**src/rtl/wb_timeout_pkg.sv**
```systemverilog
// rtl/wb_timeout_pkg.sv - shared wb_intercon helpers: clog2 with a fallback for tools lacking $clog2
package wb_timeout_pkg;

    function automatic int clog2(input int value);
`ifdef BROKEN_CLOG2
        int res;
        int v;
        res = 0;
        v = value - 1;
        while (v > 0) begin
            res = res + 1;
            v = v >> 1;
        end
        return res;
`else
        return $clog2(value);
`endif
    endfunction

endpackage

```
**src/rtl/wb_timeout.sv**
```systemverilog
// rtl/wb_timeout.sv - aborts an unanswered wishbone strobe with err after a fixed cycle budget
module wb_timeout #(
    parameter int dw      = 32,
    parameter int aw      = 32,
    parameter int timeout = 1024
) (
    input  logic          wb_clk_i,
    input  logic          wb_rst_i,
    input  logic [aw-1:0] wbm_adr_i,
    input  logic [dw-1:0] wbm_dat_i,
    input  logic [3:0]    wbm_sel_i,
    input  logic          wbm_we_i,
    input  logic          wbm_cyc_i,
    input  logic          wbm_stb_i,
    input  logic [2:0]    wbm_cti_i,
    input  logic [1:0]    wbm_bte_i,
    output logic [dw-1:0] wbm_dat_o,
    output logic          wbm_ack_o,
    output logic          wbm_err_o,
    output logic          wbm_rty_o,
    output logic [aw-1:0] wbs_adr_o,
    output logic [dw-1:0] wbs_dat_o,
    output logic [3:0]    wbs_sel_o,
    output logic          wbs_we_o,
    output logic          wbs_cyc_o,
    output logic          wbs_stb_o,
    output logic [2:0]    wbs_cti_o,
    output logic [1:0]    wbs_bte_o,
    input  logic [dw-1:0] wbs_dat_i,
    input  logic          wbs_ack_i,
    input  logic          wbs_err_i,
    input  logic          wbs_rty_i,
    output logic          tmo_o,
    output logic [aw-1:0] tmo_adr_o
);
    import wb_timeout_pkg::*;

    localparam int cw = clog2(timeout + 1);
    localparam logic [cw-1:0] cnt_last = cw'(timeout - 1);

    typedef enum logic [1:0] {
        PASS  = 2'd0,
        ERR   = 2'd1,
        DRAIN = 2'd2
    } state_t;

    state_t        state;
    state_t        state_nxt;
    logic [cw-1:0] cnt;
    logic [cw-1:0] cnt_nxt;
    logic          busy;
    logic          resp;

    assign busy = wbm_cyc_i & wbm_stb_i;
    assign resp = wbs_ack_i | wbs_err_i | wbs_rty_i;

    assign wbs_adr_o = wbm_adr_i;
    assign wbs_dat_o = wbm_dat_i;
    assign wbs_sel_o = wbm_sel_i;
    assign wbs_we_o  = wbm_we_i;
    assign wbs_cti_o = wbm_cti_i;
    assign wbs_bte_o = wbm_bte_i;
    assign wbm_dat_o = wbs_dat_i;

    always_ff @(posedge wb_clk_i) begin
        if (wb_rst_i) begin
            state     <= PASS;
            cnt       <= '0;
            tmo_adr_o <= '0;
        end else begin
            state <= state_nxt;
            cnt   <= cnt_nxt;
            if (state == ERR) begin
                tmo_adr_o <= wbm_adr_i;
            end
        end
    end

    always_comb begin
        state_nxt = state;
        cnt_nxt   = '0;
        wbs_cyc_o = 1'b0;
        wbs_stb_o = 1'b0;
        wbm_ack_o = 1'b0;
        wbm_err_o = 1'b0;
        wbm_rty_o = 1'b0;
        tmo_o     = 1'b0;
        case (state)
            PASS: begin
                wbs_cyc_o = wbm_cyc_i;
                wbs_stb_o = wbm_stb_i;
                wbm_ack_o = wbs_ack_i;
                wbm_err_o = wbs_err_i;
                wbm_rty_o = wbs_rty_i;
                // the window restarts on every response, so each burst beat is timed alone
                if (busy && !resp) begin
                    if (cnt == cnt_last) begin
                        state_nxt = ERR;
                    end else begin
                        cnt_nxt = cnt + cw'(1);
                    end
                end
            end
            ERR: begin
                wbm_err_o = 1'b1;
                tmo_o     = 1'b1;
                state_nxt = DRAIN;
            end
            DRAIN: begin
                if (!wbm_cyc_i) begin
                    state_nxt = PASS;
                end
            end
            default: begin
                state_nxt = PASS;
            end
        endcase
        if (wb_rst_i) begin
            wbs_cyc_o = 1'b0;
            wbs_stb_o = 1'b0;
            wbm_ack_o = 1'b0;
            wbm_err_o = 1'b0;
            wbm_rty_o = 1'b0;
            tmo_o     = 1'b0;
        end
    end

endmodule

```
**config.mk**
```make
export PLATFORM = sky130hd
export DESIGN_NAME = wb_timeout
export DESIGN_NICKNAME = d
export VERILOG_FILES = /design/src/rtl/wb_timeout_pkg.sv /design/src/rtl/wb_timeout.sv
export SDC_FILE = /design/constraint.sdc
export NUM_CORES = 1
export LEC_CHECK = 0
export BUFFER_PORTS_ARGS = -buffer_cell sky130_fd_sc_hd__buf_2
export CAP_MARGIN = 20
export CELL_PAD_IN_SITES_DETAIL_PLACEMENT = 1
export CELL_PAD_IN_SITES_GLOBAL_PLACEMENT = 1
export CORE_AREA = 8 8 88 149
export CTS_CLUSTER_DIAMETER = 50
export CTS_CLUSTER_SIZE = 20
export DETAILED_ROUTE_END_ITERATION = 6
export DIE_AREA = 0 0 96 157
export MAX_ROUTING_LAYER = met4
export PLACE_DENSITY_LB_ADDON = 0.1
export REMOVE_ABC_BUFFERS = 1
export SETUP_SLACK_MARGIN = 0.05
export SLEW_MARGIN = 20
export SYNTH_ARGS = -nofsm -noshare
export SYNTH_HDL_FRONTEND = slang
export SYNTH_SLANG_ARGS = --single-unit
```
**constraint.sdc**
```tcl
create_clock -name wb_clk_i -period 1.6 [get_ports wb_clk_i]
set_input_delay 0.16 -clock wb_clk_i [delete_from_list [all_inputs] [get_ports wb_clk_i]]
set_output_delay 0.16 -clock wb_clk_i [all_outputs]
set_load 0.01 [all_outputs]
```
==> flow_metrics.env, run 1 <==
export IMPL_dr_total_vias=1996
export IMPL_worstSetupPathType="register to primary output"
export IMPL_synth_cells=312
export IMPL_start_util=0.226
export IMPL_min_path_type="input pin to register"
export IMPL_fin_nets=427
export IMPL_clk_pin_slew_ps=70
export IMPL_end_kind="primary output"
export IMPL_io_pins=257
export IMPL_status="finished, final reports clean"
export IMPL_cts_root_buf="clkbuf_16"
export IMPL_crit_path_start_kind="register"
export IMPL_clock_path_buffers=2
export IMPL_r2r_slack_ps=160
export IMPL_synth_area_per_cell_um2=8.01
export IMPL_dr_first_iter_drc_count=48
export IMPL_max_slew_margin=0.719
export IMPL_yosys_warnings=0
export IMPL_firstDrtPassIters=3
export IMPL_netlist_area_um2=2500
export IMPL_wl_per_cell_um=37.0
export IMPL_die_w_um=96
export IMPL_antenna_found_initial=0
export IMPL_final_common_cell="buf_2"
export IMPL_grt_usage=0.218
export IMPL_cts_tree="yes"
export IMPL_cp_endpoint="tmo_o"
export IMPL_drt_total_wl_um=16500
export IMPL_ys_ff_latch=45
export IMPL_startpoint="state[1]"
export IMPL_drt_vias_per_instance=4.48
export IMPL_grt_first_pass_wirelength_um=20200
export IMPL_overflow=0
export IMPL_clkSinkCount=45
export IMPL_coreArea_um2=11000
export IMPL_crit_path_max_fanout=31
export IMPL_n_antenna_cell=0
export IMPL_htreeDepth=2
export IMPL_min_period_over_period=0.918
export IMPL_critPathRequiredTime_ps=1440
export IMPL_ys_seq_area_frac=0.361
export IMPL_pwr_density_cell_nw_per_um2=912
export IMPL_cap_violations=0
export IMPL_drive_gt1_frac=0.420
export IMPL_ir_drop_uv=407
export IMPL_syn_to_final_growth_pct=3.61
export IMPL_dpl_worst_slack_ps=109
export IMPL_rows=51
export IMPL_multiInputGateArea_um2=753
export IMPL_max_freq_mhz=681
export IMPL_p_leak_nw=1.10
export IMPL_hpwl_um=14900
export IMPL_grt_max_degree=35
export IMPL_drc=0
export IMPL_final_util=0.235
export IMPL_rsz0062_at_grt="no"
export IMPL_crit_arrival_ps=1310
export IMPL_regArea_um2=903
export IMPL_cts_buffers=5
export IMPL_io_buffers=108
export IMPL_finClkSkew_ps=7.04
export IMPL_min_period_ps=1470
export IMPL_r2r_end="cnt[6]"
export IMPL_most_common_layout_cells="buf_2 (108), nand2_1 (66), dfxtp_1 (43)"
export IMPL_dieArea_um2=15100
export IMPL_ys_types=29
export IMPL_gp_congestion=0.783
export IMPL_fin_ws_ps=132
export IMPL_die_h_um=157
export IMPL_tightest_slew_ps=422
export IMPL_r2r_start="cnt[0]"
export IMPL_cts_hold_buf=0
export IMPL_clk_latency_ps=290
export IMPL_setup_viol=0
export IMPL_hold_viol=0
export IMPL_grt_pass1_vias=1977
export IMPL_reg2reg_depth=4
export IMPL_finalMaxSlewViolations=0
export IMPL_fill_cells=1340
export IMPL_drt_antenna_violating_nets=0
registers in the layout, indices dropped and copies added, names as in the netlist:
signal and count:
tmo_adr_o 32, state 2, cnt 11
repair_timing:
action | 4_1_cts | 5_1_grt
resized for setup | 2 | 3
hold endpoints to repair | 0 | 0
setup endpoints to repair | 1 | 9
setup buffers | 0 | 0
layout make-up:
class,count,share of cell area
Timing Repair Buffer,114,0.236
Clock buffer,6,0.0536
Clock inverter,2,0.00532
Multi-Input combinational cell,146,0.291
Inverter,1,0.00145
Tap cell,132,0.0638
Sequential cell,45,0.349
worst min path at each step:
| stage | from | end | slack, ps | cells past startpoint |
|---|---|---|---|---|
| 3_3_place_gp | wbm_bte_i[0] | wbs_bte_o[0] | 320 | 0 |
| 2_1_floorplan | wb_rst_i | state[1] | 230 | 1 |
| 6_report | wbm_adr_i[28] | tmo_adr_o[28] | 120 | 3 |
| 4_1_cts | wbm_adr_i[28] | tmo_adr_o[28] | 110 | 3 |
| 5_1_grt | wbm_adr_i[5] | tmo_adr_o[5] | 120 | 3 |
| 3_5_place_dp | wbm_bte_i[0] | wbs_bte_o[0] | 320 | 0 |
where the power goes:
| group | internal, mW | leakage [nW] | total [mW] | switching (mW) |
|---|---|---|---|---|
| combinational | 0.0724 | 0.656 | 0.164 | 0.0921 |
| sequential | 1.12 | 0.363 | 1.12 | 0.000269 |
| clock | 0.622 | 0.0768 | 1.08 | 0.454 |
cell usage after synthesis, drive strengths merged:
cell    instances  area share
and2            4       0.010
inv             1      0.0015
clkbuf          9       0.014
nand2b          1      0.0025
a21oi          33       0.066
nor3b           1      0.0030
ha              1      0.0050
xnor2           1      0.0035
xor2            2      0.0070
nand3           4      0.0080
or4             1      0.0045
or3             4       0.010
nor4b           1      0.0035
nor4            1      0.0025
nor2b           2      0.0050
nand4           3       0.014
nor3            6       0.014
dfxtp          45        0.36
nand2          66       0.099
o31ai           2      0.0060
buf           111        0.33
a211oi          5       0.017
nor2            3      0.0045
o21ai           4      0.0080
nand3b          1      0.0030
per-layer routing:
| layer | vias to the layer above | part of all wire | track usage |
|---|---|---|---|
| li1 | 906 | - | - |
| met4 | 0 | 0.015 | 0.0538 |
| met5 | - | 0 | - |
| met1 | 851 | 0.16 | 0.0956 |
| met3 | 8 | 0.26 | 0.233 |
| met2 | 231 | 0.57 | 0.423 |
critical path: stages (launching register included):
cell	delay, ps
dfxtp_2	350
nand2b_2	230
buf_12	190
nor2_1	90
buf_2	140
per-stage QoR:
stage,hold WS (ps),cells,TNS (ps),power [mW],instance area (um^2)
2_1_floorplan,229,192,-7820,1.16,1640
6_report,118,446,0,2.36,2590
5_1_grt,116,446,0,2.47,2590
4_1_cts,109,446,0,2.42,2580
3_3_place_gp,320,438,0,1.31,2420
3_5_place_dp,320,438,0,1.31,2420
cell families (layout without fill, tap and decap cells):
logic type      Yosys count  count (layout)  synth area share
xor+xnor                  3               3            0.0105
buf+inv                 121             123             0.344
fa+ha+maj                 1               1           0.00501
flops                    45              45             0.361
simple gates             98              98             0.183
compound gates           44              44            0.0971
Note: power is estimated with default switching activity, not from simulation.
==> run 2, diff against run 1 <==
- ABC_AREA: not set -> 1
- CORE_AREA: 8 8 88 149 -> 8 8 90 152
- DIE_AREA: 0 0 96 157 -> 0 0 98 160
==> run 2 against run 1 <==
Against the previous run:
- die area grew 4.0%
- synthesized cell count grew 11%
- final cell count grew 8.5%
- worst setup slack gained 81 ps
- core utilization shrank 0.10 points
- combinational power grew 17%
- global-route usage shrank 4.1 points
- clock-buffer cell count grew 1
- clock power is essentially flat
- largest cell class unchanged
- largest power group unchanged
- highest routed layer unchanged
==> flow_metrics.env, run 2 <==
export IMPL_synth_area_per_cell_um2=7.56
export IMPL_max_slew_margin=0.777
export IMPL_numPlacedInstances=476
export IMPL_critPathRequiredTime_ps=1780
export IMPL_n_antenna_cell=0
export IMPL_yosys_warnings=0
export IMPL_coreArea_um2=11500
export IMPL_min_path_type="input pin to register"
export IMPL_tightest_slew_ps=334
export IMPL_pwr_share_clk=0.455
export IMPL_clkSinkCount=45
export IMPL_fin_nets=462
export IMPL_io_buffers=108
export IMPL_synth_top_cell_area_share=0.345
export IMPL_end_kind="register"
export IMPL_yosys_cell_count_top_type="buf_4"
export IMPL_ys_ff_latch=45
export IMPL_most_common_layout_cells="buf_2 (108), nor2_1 (76), dfxtp_1 (45)"
export IMPL_crit_path_max_fanout=9
export IMPL_gp_congestion=0.899
export IMPL_ir_drop_uv=313
export IMPL_io_pins=257
export IMPL_largest_register="tmo_adr_o"
export IMPL_finClkSkew_ps=2.18
export IMPL_largest_register_ffs=32
export IMPL_drt_total_wl_um=13800
export IMPL_start_util=0.227
export IMPL_fin_cells=484
export IMPL_syn_to_final_growth_pct=3.07
export IMPL_setup_viol=0
export IMPL_dieArea_um2=15700
export IMPL_cts_buffers=5
export IMPL_htreeDepth=2
export IMPL_synth_cells=345
export IMPL_grt_pass1_vias=2298
export IMPL_clock_path_buffers=2
export IMPL_wl_per_cell_um=28.6
export IMPL_p_leak_nw=1.21
export IMPL_synthFlopType="dfxtp_1"
export IMPL_reg_top3="tmo_adr_o x32, cnt x11, state x2"
export IMPL_cap_violations=0
export IMPL_ys_types=23
export IMPL_cts_tree="yes"
export IMPL_synth_common_cells="buf_4 (106), nor2_1 (76), dfxtp_1 (45), o21ai_1 (28), nand2_1 (20)"
export IMPL_ys_async_sr_fraction=0
export IMPL_netlist_area_um2=2610
export IMPL_clk_latency_ps=290
export IMPL_cts_hold_buf=0
export IMPL_min_period_over_period=0.867
export IMPL_seqPwrFrac=0.465
export IMPL_pwr_density_cell_nw_per_um2=896
export IMPL_drive_gt1_frac=0.413
export IMPL_rsz0062_at_grt="no"
export IMPL_fin_ws_ps=213
export IMPL_p_int_mw=1.86
export IMPL_p_sw_frac=0.226
export IMPL_die_h_um=160
export IMPL_holdWs_ps=77.5
export IMPL_grt_usage=0.178
export IMPL_cts_root_buf="clkbuf_16"
export IMPL_rows=52
export IMPL_grt_first_pass_wirelength_um=18600
export IMPL_crit_path_start_kind="register"
export IMPL_min_period_ps=1390
export IMPL_status="finished, final reports clean"
export IMPL_overflow=0
export IMPL_crit_arrival_ps=1570
export IMPL_p_sw_mw=0.544
export IMPL_worstSetupPathType="register to register"
export IMPL_hpwl_um=12400
export IMPL_antenna_found_initial=0
export IMPL_max_freq_mhz=721
export IMPL_firstDrtPassIters=4
export IMPL_total_power_mw=2.41
export IMPL_drt_antenna_violating_nets=0
export IMPL_synth_area_leaders="dfxtp_1 (35%), buf_4 (31%), nor2_1 (11%)"
export IMPL_hold_viol=0
export IMPL_clk_pin_slew_ps=60
export IMPL_drt_vias_per_instance=4.28
export IMPL_dr_total_vias=2073
export IMPL_share_comb_of_total_power=0.080
export IMPL_die_w_um=98
export IMPL_drc=0
export IMPL_synth_edf_count=0
export IMPL_grt_max_degree=34
export IMPL_yosys_area_top_type="dfxtp_1"
export IMPL_ys_seq_area_frac=0.345
export IMPL_finalMaxSlewViolations=0
export IMPL_dpl_worst_slack_ps=203
export IMPL_dr_first_iter_drc_count=46
export IMPL_final_common_cell="buf_2"
-- run 2: layout make-up --
class	count	area (um^2)
Tap cell	135	169
Inverter	17	63.8
Timing Repair Buffer	111	588
Clock buffer	7	153
Sequential cell	45	901
Multi-Input combinational cell	168	810
Fill cell	1394	8830
Clock inverter	1	5.00
-- run 2: kinds of logic after synthesis --
logic type,Yosys count,share of synthesized area
xor gates and xnor gates,5,0.0168
and+or+nand+nor,127,0.220
AOI/OAI and AO/OA,35,0.0681
buffers and inverters,132,0.345
DFF,45,0.345
adders and majority gates,1,0.00480
-- run 2: power groups by stage --
stage / logic, mW / registers, mW / clock network [mW]
after global placement: 0.196 / 1.15 / 0
after detailed placement: 0.197 / 1.15 / 0
after CTS: 0.198 / 1.12 / 1.16
after global routing: 0.214 / 1.12 / 1.21
final: 0.192 / 1.12 / 1.10
after floorplan: 0.0448 / 1.15 / 0
-- run 2: layer usage --
layer	part of all wire	global-route usage	routed length (um)
met1	0.21	0.0964	2900
met2	0.51	0.308	7010
met3	0.27	0.217	3730
met4	0.014	0.0435	196
met5	0	-	0
-- run 2: repair_timing --
| action | CTS | global route |
|---|---|---|
| gates resized for setup | 0 | 1 |
| endpoints found under the hold margin | 0 | 0 |
| setup buffers | 0 | 0 |
| endpoints found under the setup margin | 0 | 1 |
-- run 2: stage by stage --
step                cell area (um^2)  utilization  TNS [ps]
detailed placement              2530        0.220         0
finish                          2690        0.233         0
CTS                             2690        0.233         0
floorplan                       1770            -     -1230
global placement                2530        0.220         0
global route                    2690        0.233         0
-- run 2: final timing paths --
kind / start / cells past startpoint / end / slack [ps]
min reg2reg: cnt[0] / 1 / cnt[0] / 460
max: cnt[0] / 8 / cnt[0] / 210
min: wb_rst_i / 2 / state[1] / 80
max reg2reg: cnt[0] / 8 / cnt[0] / 210
-- run 2: worst max-delay path, stage by stage (launching register included) --
cell,delay [ps]
dfxtp_1,360
ha_1,230
nand2_1,110
nor2_4,120
nand2_2,90
nor2_4,100
nand2_2,80
nand2_4,150
nor2_2,50
==> run 3, diff against run 2 <==
--- a/config.mk
+++ b/config.mk
@@ -11,9 +11,9 @@
 export CELL_PAD_IN_SITES_DETAIL_PLACEMENT = 1
 export CELL_PAD_IN_SITES_GLOBAL_PLACEMENT = 1
-export CORE_AREA = 8 8 90 152
+export CORE_AREA = 8 8 87 147
 export CTS_CLUSTER_DIAMETER = 50
 export CTS_CLUSTER_SIZE = 20
 export DETAILED_ROUTE_END_ITERATION = 6
-export DIE_AREA = 0 0 98 160
+export DIE_AREA = 0 0 95 155
 export MAX_ROUTING_LAYER = met4
 export PLACE_DENSITY_LB_ADDON = 0.1
==> constraint.sdc (replaced) <==
create_clock -name wb_clk_i -period 1.8 [get_ports wb_clk_i]
set_input_delay 0.09 -clock wb_clk_i [delete_from_list [all_inputs] [get_ports wb_clk_i]]
set_output_delay 0.09 -clock wb_clk_i [all_outputs]
set_load 0.01 [all_outputs]
==> run 3 against run 2 <==
Against the previous run:
- sequential share of layout area decreased by 0.22 points
- register-to-register slack improved by 190 ps
- final area rose by 0.65%
- wire length grew 1.4%
- clock skew increased by 4.3 ps
- via count down 1.8%
- critical path type unchanged
- highest routed layer unchanged
==> flow_metrics.env, run 3 (synthesis results as in run 2) <==
export IMPL_status="finished, final reports clean"
export IMPL_final_common_cell="buf_2"
export IMPL_tns_ps=0
export IMPL_cp_buffers_inverters=0
export IMPL_coreArea_um2=10900
export IMPL_min_period_ps=1400
export IMPL_grt_first_pass_wirelength_um=18300
export IMPL_min_period_over_period=0.777
export IMPL_fin_nets=464
export IMPL_rsz0062_at_grt="no"
export IMPL_cts_setup_buffers=0
export IMPL_drive_gt1_frac=0.410
export IMPL_cts_buffers=5
export IMPL_cpPeakStageDelay_ps=370
export IMPL_dieArea_um2=14700
export IMPL_clkSinkCount=45
export IMPL_finClkSkew_ps=6.44
export IMPL_reg_top3="tmo_adr_o x32, cnt x11, state x2"
export IMPL_crit_slowest_cell="dfxtp_1"
export IMPL_cp_depth=8
export IMPL_crit_path_max_fanout=9
export IMPL_worstSetupPathType="register to register"
export IMPL_fin_cells=483
export IMPL_path_cells="ha_1, nand2_1, nor2_4, nand2_2, nor2_4, nand2_2, nand2_4, nor2_2"
export IMPL_largest_register_ffs=32
export IMPL_pwr_density_cell_nw_per_um2=841
export IMPL_whs_path_depth=3
export IMPL_pwr_share_clk=0.487
export IMPL_dr_total_vias=2035
export IMPL_hold_viol=0
export IMPL_dr_first_iter_drc_count=57
export IMPL_placed_area_um2=2520
export IMPL_cts_root_buf="clkbuf_16"
export IMPL_start_util=0.239
export IMPL_numPlacedInstances=474
export IMPL_max_slew_margin=0.756
export IMPL_n_antenna_cell=0
export IMPL_crit_arrival_ps=1580
export IMPL_hpwl_um=12500
export IMPL_most_common_layout_cells="buf_2 (108), nor2_1 (76), dfxtp_1 (45)"
export IMPL_grt_max_degree=34
export IMPL_post_cts_resized=0
export IMPL_p_leak_nw=1.21
export IMPL_hold_start="wbm_adr_i[0]"
export IMPL_p_sw_mw=0.513
export IMPL_max_freq_mhz=715
export IMPL_firstDrtPassIters=3
export IMPL_critPathTopFamily="simple AND/OR/NAND/NOR gates"
export IMPL_largest_register="tmo_adr_o"
export IMPL_clk_latency_ps=290
export IMPL_wl_per_cell_um=29.1
export IMPL_share_comb_of_total_power=0.076
export IMPL_gp_congestion=0.831
export IMPL_cap_violations=0
export IMPL_critPathRequiredTime_ps=1980
export IMPL_drc=0
export IMPL_cts_tree="yes"
export IMPL_crit_path_start_kind="register"
export IMPL_drt_antenna_violating_nets=0
export IMPL_p_int_mw=1.76
export IMPL_fin_area_um2=2710
export IMPL_startpoint="cnt[0]"
export IMPL_tightest_slew_ps=366
export IMPL_drt_vias_per_instance=4.21
export IMPL_drt_total_wl_um=14000
export IMPL_reg2reg_depth=8
export IMPL_clock_path_buffers=2
export IMPL_overflow=0
export IMPL_end_kind="register"
export IMPL_seqPwrFrac=0.437
export IMPL_die_w_um=95
export IMPL_syn_to_final_growth_pct=3.74
export IMPL_clk_pin_slew_ps=70
export IMPL_finalMaxSlewViolations=0
export IMPL_cts_hold_buf=1
export IMPL_io_buffers=108
export IMPL_die_h_um=155
export IMPL_setup_viol=0
export IMPL_p_sw_frac=0.225
export IMPL_htreeDepth=2
export IMPL_io_pins=257
export IMPL_r2r_start="cnt[0]"
export IMPL_grt_usage=0.190
export IMPL_grt_pass1_vias=2222
export IMPL_ir_drop_uv=375
export IMPL_antenna_found_initial=0
export IMPL_rows=51
export IMPL_min_path_type="input pin to register"
run 3: worst paths after layout:
| path | end | slack [ps] |
|---|---|---|
| worst min-delay path | tmo_adr_o[0] | 50 |
| worst max register to register | cnt[2] | 400 |
| worst max-delay path | cnt[2] | 400 |
| worst min register to register | cnt[0] | 460 |
run 3: routing by layer:
metal  GRT usage  vias up  share of wire
li1            -      969              -
met5           -        -              0
met3       0.227        4           0.27
met2       0.330      199           0.52
met4      0.0292        0         0.0043
met1       0.108      863           0.21
run 3: through the flow:
step / total power [mW] / setup slack, ps / util / hold WS [ps]
3_3_place_gp: 1.19 / 447 / 0.231 / 180
2_1_floorplan: 1.06 / 160 / - / 159
3_5_place_dp: 1.19 / 412 / 0.231 / 180
6_report: 2.28 / 401 / 0.248 / 45.9
4_1_cts: 2.33 / 374 / 0.248 / 38.8
5_1_grt: 2.39 / 272 / 0.248 / 47.5
run 3: tightest hold or removal path: cells and delay by family:
family | cells | cell delay (ps)
compound gates | 1 | 60
simple gates | 1 | 70
buf+inv | 1 | 80
run 3: area by class of cell:
| type | instances | area (um^2) |
|---|---|---|
| clock buffer | 6 | 139 |
| fill | 1346 | 8210 |
| multi-input combinational | 168 | 807 |
| tap | 132 | 165 |
| sequential | 45 | 901 |
| timing repair buffer | 113 | 593 |
| inverter | 17 | 63.8 |
| clock inverter | 2 | 37.5 |
run 3: power by group through the flow:
stage	Combinational [mW]	Sequential [mW]	Clock (mW)
after floorplan	0.0398	1.02	0
after global placement	0.175	1.02	0
after detailed placement	0.175	1.02	0
after CTS	0.177	0.995	1.16
after global routing	0.192	0.995	1.20
final	0.172	0.995	1.11
